File: src/rtl/udma_jtag_fifo_dr_ctrl.sv
// JTAG USER data-register controller feeding the uDMA JTAG FIFO pair.
// A scan starts with a 4-bit header {size[1:0], opcode[1:0]} (LSB first),
// followed by a continuous stream of W-bit words until UPDATE-DR.
// RX handshake: data_rx_valid_o rises when a word completes and holds (data
// stable) until a TCK edge with data_rx_ready_i=1; a word completing while
// the held word is still pending is dropped and flagged in overflow_o.
// TX handshake: data_tx_ready_o is a combinational single-cycle pop, high
// only in a word-load cycle while data_tx_valid_i is high.
module udma_jtag_fifo_dr_ctrl #(
   parameter int  DATA_WIDTH = 32,
   localparam int CNT_WIDTH  = $clog2(DATA_WIDTH) + 1
) (
   input  logic                  jtag_tck_i,
   input  logic                  jtag_trstn_i,
   input  logic                  jtag_tdi_i,
   output logic                  jtag_tdo_o,
   input  logic                  jtag_capture_dr_i,
   input  logic                  jtag_shift_dr_i,
   input  logic                  jtag_update_dr_i,
   output logic [DATA_WIDTH-1:0] data_rx_o,
   output logic [1:0]            data_rx_size_o,
   output logic                  data_rx_valid_o,
   input  logic                  data_rx_ready_i,
   input  logic [DATA_WIDTH-1:0] data_tx_i,
   input  logic                  data_tx_valid_i,
   output logic                  data_tx_ready_o,
   output logic                  overflow_o,
   output logic                  underflow_o,
   output logic [2:0]            dbg_state_o
);

   typedef enum logic [2:0] {
      ST_HDR = 3'd0,
      ST_RD  = 3'd1,
      ST_WR  = 3'd2,
      ST_RW  = 3'd3,
      ST_CLR = 3'd4
   } state_t;

   state_t                r_state,   w_state_nxt;
   logic [CNT_WIDTH-1:0]  r_cnt,     w_cnt_nxt;
   logic [3:0]            r_hdr,     w_hdr_nxt;
   logic [3:0]            r_status,  w_status_nxt;
   logic [1:0]            r_size,    w_size_nxt;
   logic [DATA_WIDTH-1:0] r_tx_sr,   w_tx_sr_nxt;
   logic [DATA_WIDTH-1:0] r_rx_sr,   w_rx_sr_nxt;
   logic [DATA_WIDTH-1:0] r_rx_data, w_rx_data_nxt;
   logic [1:0]            r_rx_size, w_rx_size_nxt;
   logic                  r_rx_valid, w_rx_valid_nxt;
   logic                  r_ovf,     w_ovf_nxt;
   logic                  r_udf,     w_udf_nxt;

   logic [3:0]            w_hdr_word;
   logic [CNT_WIDTH-1:0]  w_wm1;
   logic [CNT_WIDTH-1:0]  w_wm1_hdr;
   logic [DATA_WIDTH-1:0] w_ld_mask;
   logic [DATA_WIDTH-1:0] w_rx_shr;
   logic [DATA_WIDTH-1:0] w_rx_next;
   logic                  w_is_shift;
   logic                  w_hdr_done;
   logic                  w_word_end;
   logic                  w_tx_state;
   logic                  w_rx_state;
   logic                  w_tx_load;

   // Index of the last bit of a word: W = 8<<size, clamped to DATA_WIDTH.
   function automatic logic [CNT_WIDTH-1:0] f_wm1(input logic [1:0] size);
      int w;
      w = 8 << size;
      if (w > DATA_WIDTH) w = DATA_WIDTH;
      return CNT_WIDTH'(w - 1);
   endfunction

   // Mask keeping bits [wm1:0] of a word.
   function automatic logic [DATA_WIDTH-1:0] f_mask(input logic [CNT_WIDTH-1:0] wm1);
      logic [DATA_WIDTH-1:0] m;
      for (int i = 0; i < DATA_WIDTH; i++) m[i] = (i <= int'(wm1));
      return m;
   endfunction

   assign w_is_shift = jtag_shift_dr_i & ~jtag_capture_dr_i & ~jtag_update_dr_i;
   assign w_hdr_word = {jtag_tdi_i, r_hdr[3:1]};
   assign w_hdr_done = (r_state == ST_HDR) && (r_cnt == CNT_WIDTH'(3));
   assign w_wm1      = f_wm1(r_size);
   assign w_wm1_hdr  = f_wm1(w_hdr_word[3:2]);
   assign w_word_end = (r_cnt == w_wm1);
   assign w_tx_state = (r_state == ST_RD) || (r_state == ST_RW);
   assign w_rx_state = (r_state == ST_WR) || (r_state == ST_RW);
   // RD (00) and RW (10) both have opcode bit0 clear and need a TX word at decode.
   assign w_tx_load  = w_is_shift &&
                       ((w_hdr_done && !w_hdr_word[0]) || (w_tx_state && w_word_end));
   assign w_ld_mask  = f_mask(w_hdr_done ? w_wm1_hdr : w_wm1);
   assign w_rx_shr   = r_rx_sr >> 1;

   assign data_tx_ready_o = w_tx_load & data_tx_valid_i;
   assign data_rx_o       = r_rx_data;
   assign data_rx_size_o  = r_rx_size;
   assign data_rx_valid_o = r_rx_valid;
   assign overflow_o      = r_ovf;
   assign underflow_o     = r_udf;
   assign dbg_state_o     = r_state;

   // RX shift: new bit enters at W-1, bits above W-1 stay zero (zero-extension).
   always_comb begin
      w_rx_next = '0;
      for (int i = 0; i < DATA_WIDTH; i++) begin
         if (i == int'(w_wm1))     w_rx_next[i] = jtag_tdi_i;
         else if (i < int'(w_wm1)) w_rx_next[i] = w_rx_shr[i];
      end
   end

   // TDO source: status during the header, TX word in read states, else 0.
   always_comb begin
      jtag_tdo_o = 1'b0;
      case (r_state)
         ST_HDR:       jtag_tdo_o = r_status[0];
         ST_RD, ST_RW: jtag_tdo_o = r_tx_sr[0];
         default:      jtag_tdo_o = 1'b0;
      endcase
   end

   // Next-state logic: capture > update > shift, RX handshake on every edge.
   always_comb begin
      w_state_nxt    = r_state;
      w_cnt_nxt      = r_cnt;
      w_hdr_nxt      = r_hdr;
      w_status_nxt   = r_status;
      w_size_nxt     = r_size;
      w_tx_sr_nxt    = r_tx_sr;
      w_rx_sr_nxt    = r_rx_sr;
      w_rx_data_nxt  = r_rx_data;
      w_rx_size_nxt  = r_rx_size;
      w_rx_valid_nxt = r_rx_valid;
      w_ovf_nxt      = r_ovf;
      w_udf_nxt      = r_udf;

      if (r_rx_valid && data_rx_ready_i) w_rx_valid_nxt = 1'b0;

      if (jtag_capture_dr_i) begin
         w_state_nxt  = ST_HDR;
         w_cnt_nxt    = '0;
         w_rx_sr_nxt  = '0;
         w_status_nxt = {r_udf, r_ovf, ~r_rx_valid, data_tx_valid_i};
      end else if (jtag_update_dr_i) begin
         w_state_nxt = ST_HDR;
         w_cnt_nxt   = '0;
         w_rx_sr_nxt = '0;
         if (r_state == ST_CLR) begin
            w_ovf_nxt = 1'b0;
            w_udf_nxt = 1'b0;
         end
      end else if (w_is_shift) begin
         if (r_state == ST_HDR) begin
            w_hdr_nxt    = w_hdr_word;
            w_status_nxt = r_status >> 1;
            if (w_hdr_done) begin
               w_cnt_nxt   = '0;
               w_size_nxt  = w_hdr_word[3:2];
               w_rx_sr_nxt = '0;
               case (w_hdr_word[1:0])
                  2'b00:   w_state_nxt = ST_RD;
                  2'b01:   w_state_nxt = ST_WR;
                  2'b10:   w_state_nxt = ST_RW;
                  default: w_state_nxt = ST_CLR;
               endcase
            end else begin
               w_cnt_nxt = r_cnt + CNT_WIDTH'(1);
            end
         end else begin
            w_cnt_nxt = w_word_end ? '0 : r_cnt + CNT_WIDTH'(1);
         end

         if (w_tx_load) begin
            if (data_tx_valid_i) begin
               w_tx_sr_nxt = data_tx_i & w_ld_mask;
            end else begin
               w_tx_sr_nxt = '0;
               w_udf_nxt   = 1'b1;
            end
         end else if (w_tx_state) begin
            w_tx_sr_nxt = r_tx_sr >> 1;
         end

         if (w_rx_state) begin
            w_rx_sr_nxt = w_rx_next;
            if (w_word_end) begin
               if (!r_rx_valid || data_rx_ready_i) begin
                  w_rx_data_nxt  = w_rx_next;
                  w_rx_size_nxt  = r_size;
                  w_rx_valid_nxt = 1'b1;
               end else begin
                  w_ovf_nxt = 1'b1;
               end
            end
         end
      end
   end

   // State register, cleared asynchronously by TRST.
   always_ff @(posedge jtag_tck_i or negedge jtag_trstn_i) begin
      if (!jtag_trstn_i) begin
         r_state    <= ST_HDR;
         r_cnt      <= '0;
         r_hdr      <= '0;
         r_status   <= '0;
         r_size     <= '0;
         r_tx_sr    <= '0;
         r_rx_sr    <= '0;
         r_rx_data  <= '0;
         r_rx_size  <= '0;
         r_rx_valid <= 1'b0;
         r_ovf      <= 1'b0;
         r_udf      <= 1'b0;
      end else begin
         r_state    <= w_state_nxt;
         r_cnt      <= w_cnt_nxt;
         r_hdr      <= w_hdr_nxt;
         r_status   <= w_status_nxt;
         r_size     <= w_size_nxt;
         r_tx_sr    <= w_tx_sr_nxt;
         r_rx_sr    <= w_rx_sr_nxt;
         r_rx_data  <= w_rx_data_nxt;
         r_rx_size  <= w_rx_size_nxt;
         r_rx_valid <= w_rx_valid_nxt;
         r_ovf      <= w_ovf_nxt;
         r_udf      <= w_udf_nxt;
      end
   end

endmodule

File: config.mk
export PLATFORM = sky130hd
export DESIGN_NAME = udma_jtag_fifo_dr_ctrl
export DESIGN_NICKNAME = d
export VERILOG_FILES = /design/src/rtl/udma_jtag_fifo_dr_ctrl.sv
export SDC_FILE = /design/constraint.sdc
export NUM_CORES = 1
export LEC_CHECK = 0
export BUFFER_PORTS_ARGS = -buffer_cell sky130_fd_sc_hd__clkbuf_2
export CAP_MARGIN = 20
export CORE_MARGIN = 3
export CORE_UTILIZATION = 45
export CTS_BUF_LIST = sky130_fd_sc_hd__clkbuf_2 sky130_fd_sc_hd__clkbuf_4 sky130_fd_sc_hd__clkbuf_8
export CTS_CLUSTER_DIAMETER = 150
export DETAILED_ROUTE_END_ITERATION = 12
export GPL_ROUTABILITY_DRIVEN = 0
export GPL_TIMING_DRIVEN = 0
export PLACE_DENSITY = 0.74
export REMOVE_ABC_BUFFERS = 1
export SLEW_MARGIN = 20
export SYNTH_ARGS = -nofsm -noshare
export SYNTH_HDL_FRONTEND = slang
export SYNTH_SLANG_ARGS = --single-unit
export TNS_END_PERCENT = 50
File: constraint.sdc
create_clock -name jtag_tck_i -period 3.3 [get_ports jtag_tck_i]
set_input_delay 0.33 -clock jtag_tck_i [delete_from_list [all_inputs] [get_ports jtag_tck_i]]
set_output_delay 0.33 -clock jtag_tck_i [all_outputs]
set_load 0.05 [all_outputs]
; ---- Word level (Yosys, flattened, before mapping)
; Index checks and enable logic that the tools add are counted.
[totals]
reg_bits = 120
latch_bits = 0
ram_bits = 0
mem_bits_ro = 0
in_bits = 40
mem_count = 0
[classes]
n_addsub = 3
n_mul = 0
div_mod_pow = 0
magnitude_cmp = 64
eq_ne = 43
n_shift = 2
mux = 109
bitwise_logic = 7
n_reduce_logical = 36
[op_table]
columns = op, n
row1 = $mux 32, 9
row2 = $eq 6x6->1 const A, 16
row3 = $le 5x6->1 const A, 16
row4 = $lt 5x6->1 const A, 15
row5 = $mux 1, 80
row6 = $gt 32x7->1 const B, 2
row7 = $shl 4x2->32 const A, 2
row8 = $mux 6, 9
row9 = $eq 5x6->1 const A, 8
row10 = $le 4x6->1 const A, 8
row11 = $lt 4x6->1 const A, 8
row12 = $and 32x32->32, 1
row13 = $eq 4x6->1 const A, 4
row14 = $le 3x6->1 const A, 4
row15 = $lt 3x6->1 const A, 4
row16 = $mux 4, 4
row17 = $mux 3, 5
row18 = $reduce_bool 2->1, 7
row19 = $eq 3x6->1 const A, 2
row20 = $le 2x6->1 const A, 2
row21 = $lt 1x6->1 const A, 2
row22 = $lt 2x6->1 const A, 2
row23 = $reduce_and 6->1, 2
row24 = $sub 6x2->6 const B, 2
row25 = other kinds (28), 50

; ---- Logic depth before layout (Yosys ltp)
; Gate-level depths: netlist (run 1).
[logic_depth]
depth_word = 11
ltp_mapped = 8
mapped_depth_nobuf = 7

; ---- Worst setup path after synthesis (run 1)
; No wires, ideal clock.
[synth_timing]
path_type = register to output
from = register r_state[1] (netlist: dbg_state_o[1])
to = output data_tx_ready_o
t_arrival_ns = 1.794
setup_slack_ns = 1.176
stages_incl_launch_ff = 6
n_path_buf = 2
cell_sequence = dfrtp_1 > nor3_2 > and4_1 > buf_4 > a32o_1 > buf_2
[synth_between]
elab_chain_len = 6
[synth_lines]
columns = item, line
row1 = "start, declared", 40  ; state_t r_state, w_state_nxt;
row2 = "start signal, assigned", 215  ; r_state <= w_state_nxt;
row3 = "$eq 3x1->1, or another cell as far along", 87  ; assign w_tx_state = (r_state == ST_RD) || (r_state == ST_RW);
row4 = $logic_or 1x1->1 / $logic_and 1x1->1 (equally long branches), "87, 83"
row5 = $logic_and 1x1->1, 91  ; ((w_hdr_done && !w_hdr_word[0]) || (w_tx_state && w_word_end));
row6 = $logic_or 1x1->1 (*), 91
row7 = $logic_and 1x1->1 (*), 90  ; assign w_tx_load = w_is_shift &&
row8 = $and 1x1->1 (*), 95  ; assign data_tx_ready_o = w_tx_load & data_tx_valid_i;
row9 = "end, declared", 26  ; output logic data_tx_ready_o,
; Mark *: on every way between the ends. The rest lies on a longest branch, timed or not.

; ---- Worst setup path in the final report (run 1)
[layout_timing]
from = register r_size[1]
to = register r_tx_sr[9]
[layout_between]
elab_chain_len = 10
[layout_lines]
columns = item, line
row1 = "start, declared", 44  ; logic [1:0] r_size, w_size_nxt;
row2 = "start signal, assigned", 219  ; r_size <= w_size_nxt;
row3 = $shl 4x2->32 (*), 69  ; w = 8 << size;
row4 = $gt 32x7->1, 70  ; if (w > DATA_WIDTH) w = DATA_WIDTH;
row5 = $mux 6 (*), 70
row6 = $sub 6x2->6 (*), 71  ; return CNT_WIDTH'(w - 1);
row7 = branches (longest 6 deep; another with $le 4x6->1), n/a
row8 = "end signal, assigned", 220  ; r_tx_sr <= w_tx_sr_nxt;
row9 = "end, declared", 45  ; logic [DATA_WIDTH-1:0] r_tx_sr, w_tx_sr_nxt;
; Every way passes the cells marked *.
; A chain may end at the register's enable or synchronous reset.

==> results of run 1 <==
cell type report:
| class | count | area (um^2) | share of cell area |
|---|---|---|---|
| flip-flops and latches | 118 | 2953 | 0.4665 |
| multi-input cells | 336 | 2111 | 0.3335 |
| well taps | 143 | 178.9 | 0.02827 |
| inverters | 36 | 135.1 | 0.02135 |
| clock inverters | 12 | 198.9 | 0.03143 |
| repair buffers | 85 | 484.2 | 0.07650 |
| clock buffers | 20 | 269.0 | 0.04250 |
state kept, by name, summed over array words and instances, names as in the netlist:
signal,count
r_hdr,3
data_rx_o,32
r_rx_sr,31
data_rx_valid_o,1
r_tx_sr,32
dbg_state_o,3
data_rx_size_o,2
underflow_o,1
r_status,4
r_size,2
r_cnt,6
overflow_o,1
power groups by stage:
stage	clock [uW]	sequential, uW	combinational, uW
2_1_floorplan	0	1490	66.9
3_3_place_gp	0	1500	141
3_5_place_dp	0	1500	156
4_1_cts	1550	1470	158
5_1_grt	1620	1470	174
6_report	1520	1470	155
cell families after synthesis:
group	synth area share
flip-flops	0.5522
multiplexers	0.01661
adder cells (fa/ha/maj)	0.01170
AND/OR/NAND/NOR	0.1694
AO/OA/AOI/OAI	0.1902
XOR/XNOR	0.003276
buffers and inverters	0.05662
routing by layer:
layer	wire, um	vias to the layer above	global-route usage
met5	0	-	0
met3	485	13	0.05000
met1	4838	2006	0.2302
li1	-	1965	-
met4	155	0	0.06495
met2	5764	73	0.2994
cell usage after synthesis (all sizes together) (2+ instances only):
cell / n / share of area
nor3: 10 / 0.010
clkbuf: 13 / 0.0091
nor2: 14 / 0.0098
a22oi: 10 / 0.014
a21o: 19 / 0.027
and2: 3 / 0.0035
a21oi: 5 / 0.0068
dfrtp: 118 / 0.55
mux2: 7 / 0.015
or2: 2 / 0.0023
nor2b: 3 / 0.0035
a311oi: 2 / 0.0066
a221o: 7 / 0.013
nand2: 85 / 0.060
nor3b: 2 / 0.0070
nor4: 2 / 0.0035
inv: 36 / 0.025
and3: 8 / 0.0094
a22o: 22 / 0.036
o21ai: 63 / 0.059
o31ai: 8 / 0.012
nand3: 35 / 0.033
buf: 18 / 0.022
nand2b: 3 / 0.0035
ha: 5 / 0.012
or3: 2 / 0.0023
what timing repair did:
item,CTS,global route
setup endpoints to repair,0,0
endpoints found under the hold margin,58,0
hold buffers,1,0
setup buffers,0,0
how the worst max path moves through the flow:
stage / end / slack (ns) / cells past startpoint
4_1_cts: r_tx_sr[13]$_DFFE_PN0P_ / 0.33 / 5
3_5_place_dp: r_tx_sr[13]$_DFFE_PN0P_ / 0.37 / 5
3_3_place_gp: r_rx_sr[9]$_DFFE_PN0P_ / -0.60 / 5
2_1_floorplan: r_rx_sr[10]$_DFFE_PN0P_ / 0.0006 / 4
6_report: r_tx_sr[9]$_DFFE_PN0P_ / 0.31 / 5
5_1_grt: r_tx_sr[17]$_DFFE_PN0P_ / 0.13 / 5
metrics by stage:
step	total power (uW)	setup TNS, ns
6_report	3143	0
5_1_grt	3270	0
4_1_cts	3177	0
3_5_place_dp	1653	0
3_3_place_gp	1637	-17.48
2_1_floorplan	1561	0
cell usage in the layout (no fill, tap or decap), types with 8 or more instances in the layout:
cell type                  instances
sky130_fd_sc_hd__dfrtp_1         118
sky130_fd_sc_hd__nand2_1          85
sky130_fd_sc_hd__clkbuf_2         81
sky130_fd_sc_hd__o21ai_0          38
sky130_fd_sc_hd__inv_1            36
sky130_fd_sc_hd__nand3_1          35
sky130_fd_sc_hd__o21ai_1          24
sky130_fd_sc_hd__a22o_1           22
sky130_fd_sc_hd__clkbuf_8         20
sky130_fd_sc_hd__a21o_1           19
sky130_fd_sc_hd__nor2_1           14
sky130_fd_sc_hd__a22oi_1          10
sky130_fd_sc_hd__nor3_1            9
sky130_fd_sc_hd__and3_1            8
worst reg2reg max path: cells and delay by family (launching register included):
family,cells,cell delay (ns)
AND/OR/NAND/NOR,2,0.98
flip-flops,1,0.98
AO/OA/AOI/OAI,3,0.98
==> out/qor_table.md, run 1 <==
| Parameter | Value | Unit |
|---|---|---|
| Post-detailed-route count of antenna-violating nets | 0 | - |
| Launch instance of the worst register-to-register path | r_size[1]$_DFFE_PN0P_ | - |
| Outcome | finished clean | - |
| Post-CTS clock slew at the launch and capture registers of the worst setup and hold paths | 0.07 | ns |
| Post-DP HPWL | 7.696 | mm |
| Clock tree buffer depth | 2 | - |
| Number of fillers in the final layout | 1014 | - |
| Global-route wire length before repair | 19.07 | mm |
| EDFF count, synth | 0 | - |
| Number of cells on the worst reg-to-reg path | 5 | - |
| Port Buffers | 81 | - |
| Number of maximum-capacitance violations | 0 | - |
| Period Utilization, post-route | 0.9059 | - |
| Final-report max-slew violation count | 0 | - |
| Deepest level of the CTS H-tree | 4 | - |
| Hold Slack | 0.1012 | ns |
| Clock latency of the later-clocked register in the worst-skew pair | 0.42 | ns |
| Worst voltage drop across the vdd grid | 0.2004 | mV |
| Mean instance size in the synthesized netlist | 10.26 | um^2 |
| Initial cell density of the core | 0.4644 | - |
| Placed inst area | 5847 | um^2 |
| Shortest period the worst path allows | 2.990 | ns |
| Sinks on Clock Net | 118 | - |
| Launch point of the worst hold path | data_tx_i[24] | - |
| Initial antenna violation count | 0 | - |
| Detailed Route Iter0 Violations | 262 | - |
| Type of the most critical hold path | in2reg | - |
| Unrepaired setup endpoints after global routing | false | - |
| Internal Dissipation | 2460 | uW |
| Die Ht | 115.0 | um |
| Fin nets | 639 | - |
| Actual slew at the worst max-slew pin | 0.9688 | ns |
| Total clock buffers created by CTS | 17 | - |
| Share of cells above drive strength 1 | 0.2273 | - |
| Arrival time of data at the critical path endpoint | 3.35 | ns |
| Root buf cell | sky130_fd_sc_hd__clkbuf_8 | - |
| Clock skew | 0.007304 | ns |
| Synthesis-to-layout area growth | 18.37 | % |
| Clock group share of total power | 0.483 | - |
| Library cells used by synthesis | 55 | - |
| Launch point of the worst path | r_size[1]$_DFFE_PN0P_ | - |
| Fraction of registers with async set/reset | 1.000 | - |
| Predominant post-synthesis flop cell | sky130_fd_sc_hd__dfrtp_1 | - |
| Cell Rows | 39 | - |
| Worst slew slack as a fraction of its limit | 0.3542 | - |
| Post-Place Cells | 716 | - |
| Capturing element type of the critical path | flip-flop | - |
| Clock tree from TritonCTS | done | - |
| Post-route core utilization | 0.5497 | - |
| Power dissipated by switching net loads | 683.0 | uW |
| Number of flip-flops and latches in the synthesized netlist | 118 | - |
| Count of final hold-check violations | 0 | - |
| Post-route insts no fill | 750 | - |
| Final global-route overflow total | 0 | - |
| Core Area | 11520 | um^2 |
| Diode count | 0 | - |
| CP bufs+invs | 0 | - |
| Vias in the first global route | 4011 | - |
| Sequential Power Share | 0.468 | - |
| Number of gates resized after cts | 0 | - |
| Critical Setup Path Class | reg2reg | - |
| CP max stage delay | 0.98 | ns |
| Number of stages on the worst hold path | 2 | - |
| Number of instances in the synthesized netlist | 521 | - |
| Number of warnings reported in the yosys synthesis log | 0 | - |
| Req. time, crit path | 3.66 | ns |
| Sequential cell area fraction in the yosys report | 0.5522 | - |
| Critical-path cell with the highest stage delay | sky130_fd_sc_hd__dfrtp_1 | - |
| Crit-path leading delay family | flip-flops | - |
| Detailed-route vias per instance | 5.409 | - |
| Full die area | 13230 | um^2 |
| Non-Filler Cell Area, Final | 6330 | um^2 |
| Endpoint, Worst Hold | r_tx_sr[24]$_DFFE_PN0P_ | - |
| Reg-to-reg slack, setup | 0.31 | ns |
| Critical path launch point type | flip-flop | - |
| Combinational share of power | 0.049 | - |
| Routed WL per cell | 14.99 | um |
| Final worst-path setup slack | 0.3104 | ns |
| Chip Width | 115.0 | um |
| Total track usage | 0.1815 | - |
| Place WS | 0.3675 | ns |
| Switching power share of the total | 0.2173 | - |
| Number of ports placed on the die boundary | 82 | - |
| Reg-to-Reg End | r_tx_sr[9]$_DFFE_PN0P_ | - |
| First-pass iteration count of the detailed router | 5 | - |
| Detailed-route DRC error count | 0 | - |
| Total power density per cell area | 496.5 | nW/um^2 |
| Worst-path cell chain | nor4_2, o31ai_2, and2_1, a22o_1, a21o_1 | - |
| Static Leak | 0.003062 | uW |
| Netlist area before placement | 5348 | um^2 |
| Vias | 4057 | - |
| Largest fanout on the critical path | 27 | - |
| Setup violations, final | 0 | - |
| Maximum number of pins on one net before global-route repair | 65 | - |
| Post-detailed-routing wire length | 11.24 | mm |
| Max Clock Freq | 0.3345 | GHz |
Power figures use the tool's default switching activity.
==> run 2: changes to the inputs <==
==> constraint.sdc (replaced) <==
create_clock -name jtag_tck_i -period 3.3 [get_ports jtag_tck_i]
set_input_delay 0.66 -clock jtag_tck_i [delete_from_list [all_inputs] [get_ports jtag_tck_i]]
set_output_delay 0.66 -clock jtag_tck_i [all_outputs]
set_load 0.05 [all_outputs]
==> run 2 against run 1 <==
- design area about the same
- wire length decreased by 0.38%
- clock skew grew 0.0021 ns
- setup slack got worse by 0.16 ns
- largest cell class unchanged
- highest routed layer unchanged
- sequential share of layout area is 0.066 points higher
- combinational power is essentially flat
==> out/qor_table.md, run 2 (same netlist as run 1, synthesis figures left out) <==
| Parameter | Value | Unit | Delta |
|---|---|---|---|
| Total track usage | 0.1809 | - | -0.0005587 |
| Place WS | 0.05061 | ns | -0.3169 ns |
| Post-detailed-route count of antenna-violating nets | 0 | - | unchanged |
| Period Utilization, post-route | 0.9536 | - | +0.04766 |
| Clock skew | 0.009401 | ns | +0.002097 ns |
| Initial cell density of the core | 0.4644 | - | unchanged |
| Global-route wire length before repair | 19.02 | mm | -0.29% |
| Core Area | 11520 | um^2 | unchanged |
| Top library cells by usage in the layout, fill and taps aside | sky130_fd_sc_hd__dfrtp_1, sky130_fd_sc_hd__nand2_1, sky130_fd_sc_hd__clkbuf_2 | - |  |
| Number of fillers in the final layout | 1013 | - | -0.099% |
| Routed WL per cell | 14.95 | um | -0.25% |
| Number of ports placed on the die boundary | 82 | - | unchanged |
| Clock tree from TritonCTS | done | - |  |
| Setup violations, final | 0 | - | unchanged |
| Non-Filler Cell Area, Final | 6324 | um^2 | about the same |
| Vias in the first global route | 4001 | - | -0.25% |
| Die Ht | 115.0 | um | unchanged |
| First-pass iteration count of the detailed router | 5 | - | unchanged |
| Unrepaired setup endpoints after global routing | false | - |  |
| Vias | 4041 | - | -0.39% |
| Chip Width | 115.0 | um | unchanged |
| Post-detailed-routing wire length | 11.20 | mm | -0.38% |
| Placed inst area | 5847 | um^2 | unchanged |
| Total negative slack | 0 | ns | unchanged |
| Detailed-route vias per instance | 5.395 | - | -0.26% |
| Clock latency of the later-clocked register in the worst-skew pair | 0.42 | ns | about the same |
| Buffers inserted during post-CTS setup optimization | 0 | - | unchanged |
| Arrival time of data at the critical path endpoint | 2.49 | ns | -0.86 ns |
| Critical Setup Path Class | in2out | - |  |
| Detailed Route Iter0 Violations | 266 | - | +1.5% |
| Worst slew slack as a fraction of its limit | 0.3805 | - | +0.02630 |
| Most frequent standard cell in the layout excluding fill and tap cells | sky130_fd_sc_hd__dfrtp_1 | - |  |
| Sinks on Clock Net | 118 | - | unchanged |
| Cell Rows | 39 | - | unchanged |
| Type of the most critical hold path | in2async | - |  |
| Root buf cell | sky130_fd_sc_hd__clkbuf_8 | - |  |
| Initial antenna violation count | 0 | - | unchanged |
| Final-report max-slew violation count | 0 | - | unchanged |
| Max Clock Freq | 0.3178 | GHz | -5.0% |
| Deepest level of the CTS H-tree | 4 | - | unchanged |
| Number of maximum-capacitance violations | 0 | - | unchanged |
| Post-route insts no fill | 749 | - | -0.13% |
| Diode count | 0 | - | unchanged |
| Capturing element type of the critical path | output port | - |  |
| Actual slew at the worst max-slew pin | 0.9222 | ns | -0.04654 ns |
| Maximum number of pins on one net before global-route repair | 65 | - | unchanged |
| Final global-route overflow total | 0 | - | unchanged |
| Detailed-route DRC error count | 0 | - | unchanged |
| Static Leak | 0.003062 | uW | about the same |
| Worst voltage drop across the vdd grid | 0.2004 | mV | about the same |
| Post-DP HPWL | 7.696 | mm | unchanged |
| Total clock buffers created by CTS | 17 | - | unchanged |
| Final worst-path setup slack | 0.1531 | ns | -0.1573 ns |
| Share of cells above drive strength 1 | 0.2327 | - | +0.005326 |
| Req. time, crit path | 2.64 | ns | -1.02 ns |
| Port Buffers | 81 | - | unchanged |
| Outcome | finished clean | - |  |
| Post-CTS clock slew at the launch and capture registers of the worst setup and hold paths | 0.07 | ns | about the same |
| Post-route core utilization | 0.5491 | - | about the same |
| Total power density per cell area | 496.3 | nW/um^2 | about the same |
| Largest fanout on the critical path | 16 | - | -41% |
| Full die area | 13230 | um^2 | unchanged |
| Clock tree buffer depth | 2 | - | unchanged |
| Count of final hold-check violations | 0 | - | unchanged |
| Post-Place Cells | 716 | - | unchanged |
| Shortest period the worst path allows | 3.147 | ns | +0.1573 ns |
| Critical path launch point type | input port | - |  |
| Fin nets | 638 | - | -0.16% |
| Synthesis-to-layout area growth | 18.25 | % | about the same |
run 2: cell types whose count changed in the layout (fill, tap and decap cells not counted):
cell	delta
sky130_fd_sc_hd__a32o_2	+1
sky130_fd_sc_hd__a32o_1	-1
sky130_fd_sc_hd__and4_1	-1
sky130_fd_sc_hd__dlygate4sd3_1	-1
sky130_fd_sc_hd__and4_2	+1
sky130_fd_sc_hd__dfrtp_1	-1
sky130_fd_sc_hd__dfrtp_2	+1
run 2: where the power goes:
group	switching, uW	internal, uW	leakage [uW]
sequential	12.5	1460	0.00164
clock	566	948	0.000225
combinational	100	54.1	0.00120
total	679	2460	0.00306
run 2: per-stage QoR:
step,hold slack (ns),total power (uW)
5_1_grt,0.2091,3269
6_report,0.2073,3138
3_3_place_gp,0.4632,1637
4_1_cts,0.1994,3176
2_1_floorplan,0.3644,1561
3_5_place_dp,0.4686,1653
run 2: final timing paths:
kind / depth (start not counted) / startpoint / to / slack, ns
min in group jtag_tck_i: 2 / data_tx_i[24] / r_tx_sr[24]$_DFFE_PN0P_ / 0.44
setup / recovery: 5 / jtag_capture_dr_i / data_tx_ready_o / 0.15
max in group asynchronous: 2 / jtag_trstn_i / r_size[1]$_DFFE_PN0P_ / 2.41
setup reg to reg: 5 / r_size[1]$_DFFE_PN0P_ / r_tx_sr[9]$_DFFE_PN0P_ / 0.61
hold / removal: 1 / jtag_trstn_i / data_rx_o[24]$_DFFE_PN0P_ / 0.21
hold reg to reg: 2 / data_rx_o[11]$_DFFE_PN0P_ / data_rx_o[11]$_DFFE_PN0P_ / 0.47
run 2: repair_timing:
item	in CTS	in global routing
resized for setup	1	2
endpoints found under the hold margin	0	0
hold buffers	0	0
cloned	0	0
endpoints found under the setup margin	1	1
pin swaps	0	0
run 2: final cells by class:
| type | instances | area (um^2) | area share |
|---|---|---|---|
| Inverter | 36 | 135.1 | 0.02137 |
| Sequential cell | 118 | 2954 | 0.4672 |
| Clock inverter | 12 | 198.9 | 0.03146 |
| Timing Repair Buffer | 84 | 474.2 | 0.07499 |
| Clock buffer | 20 | 269.0 | 0.04254 |
| Multi-Input combinational cell | 336 | 2113 | 0.3342 |
| Tap cell | 143 | 178.9 | 0.02829 |
run 2: per-layer routing:
layer	global-route usage	vias up	share of wire
met1	0.2299	1998	0.44
met4	0.06495	0	0.0081
met5	0	-	0
met3	0.05000	6	0.047
met2	0.2978	68	0.51
li1	-	1969	-
run 2: worst max-delay path, stage by stage:
cell and delay (ns):
sky130_fd_sc_hd__clkbuf_2 0.25, sky130_fd_sc_hd__or3b_4 0.50, sky130_fd_sc_hd__nor3b_4 0.39, sky130_fd_sc_hd__a32o_2 0.36, sky130_fd_sc_hd__clkbuf_2 0.32
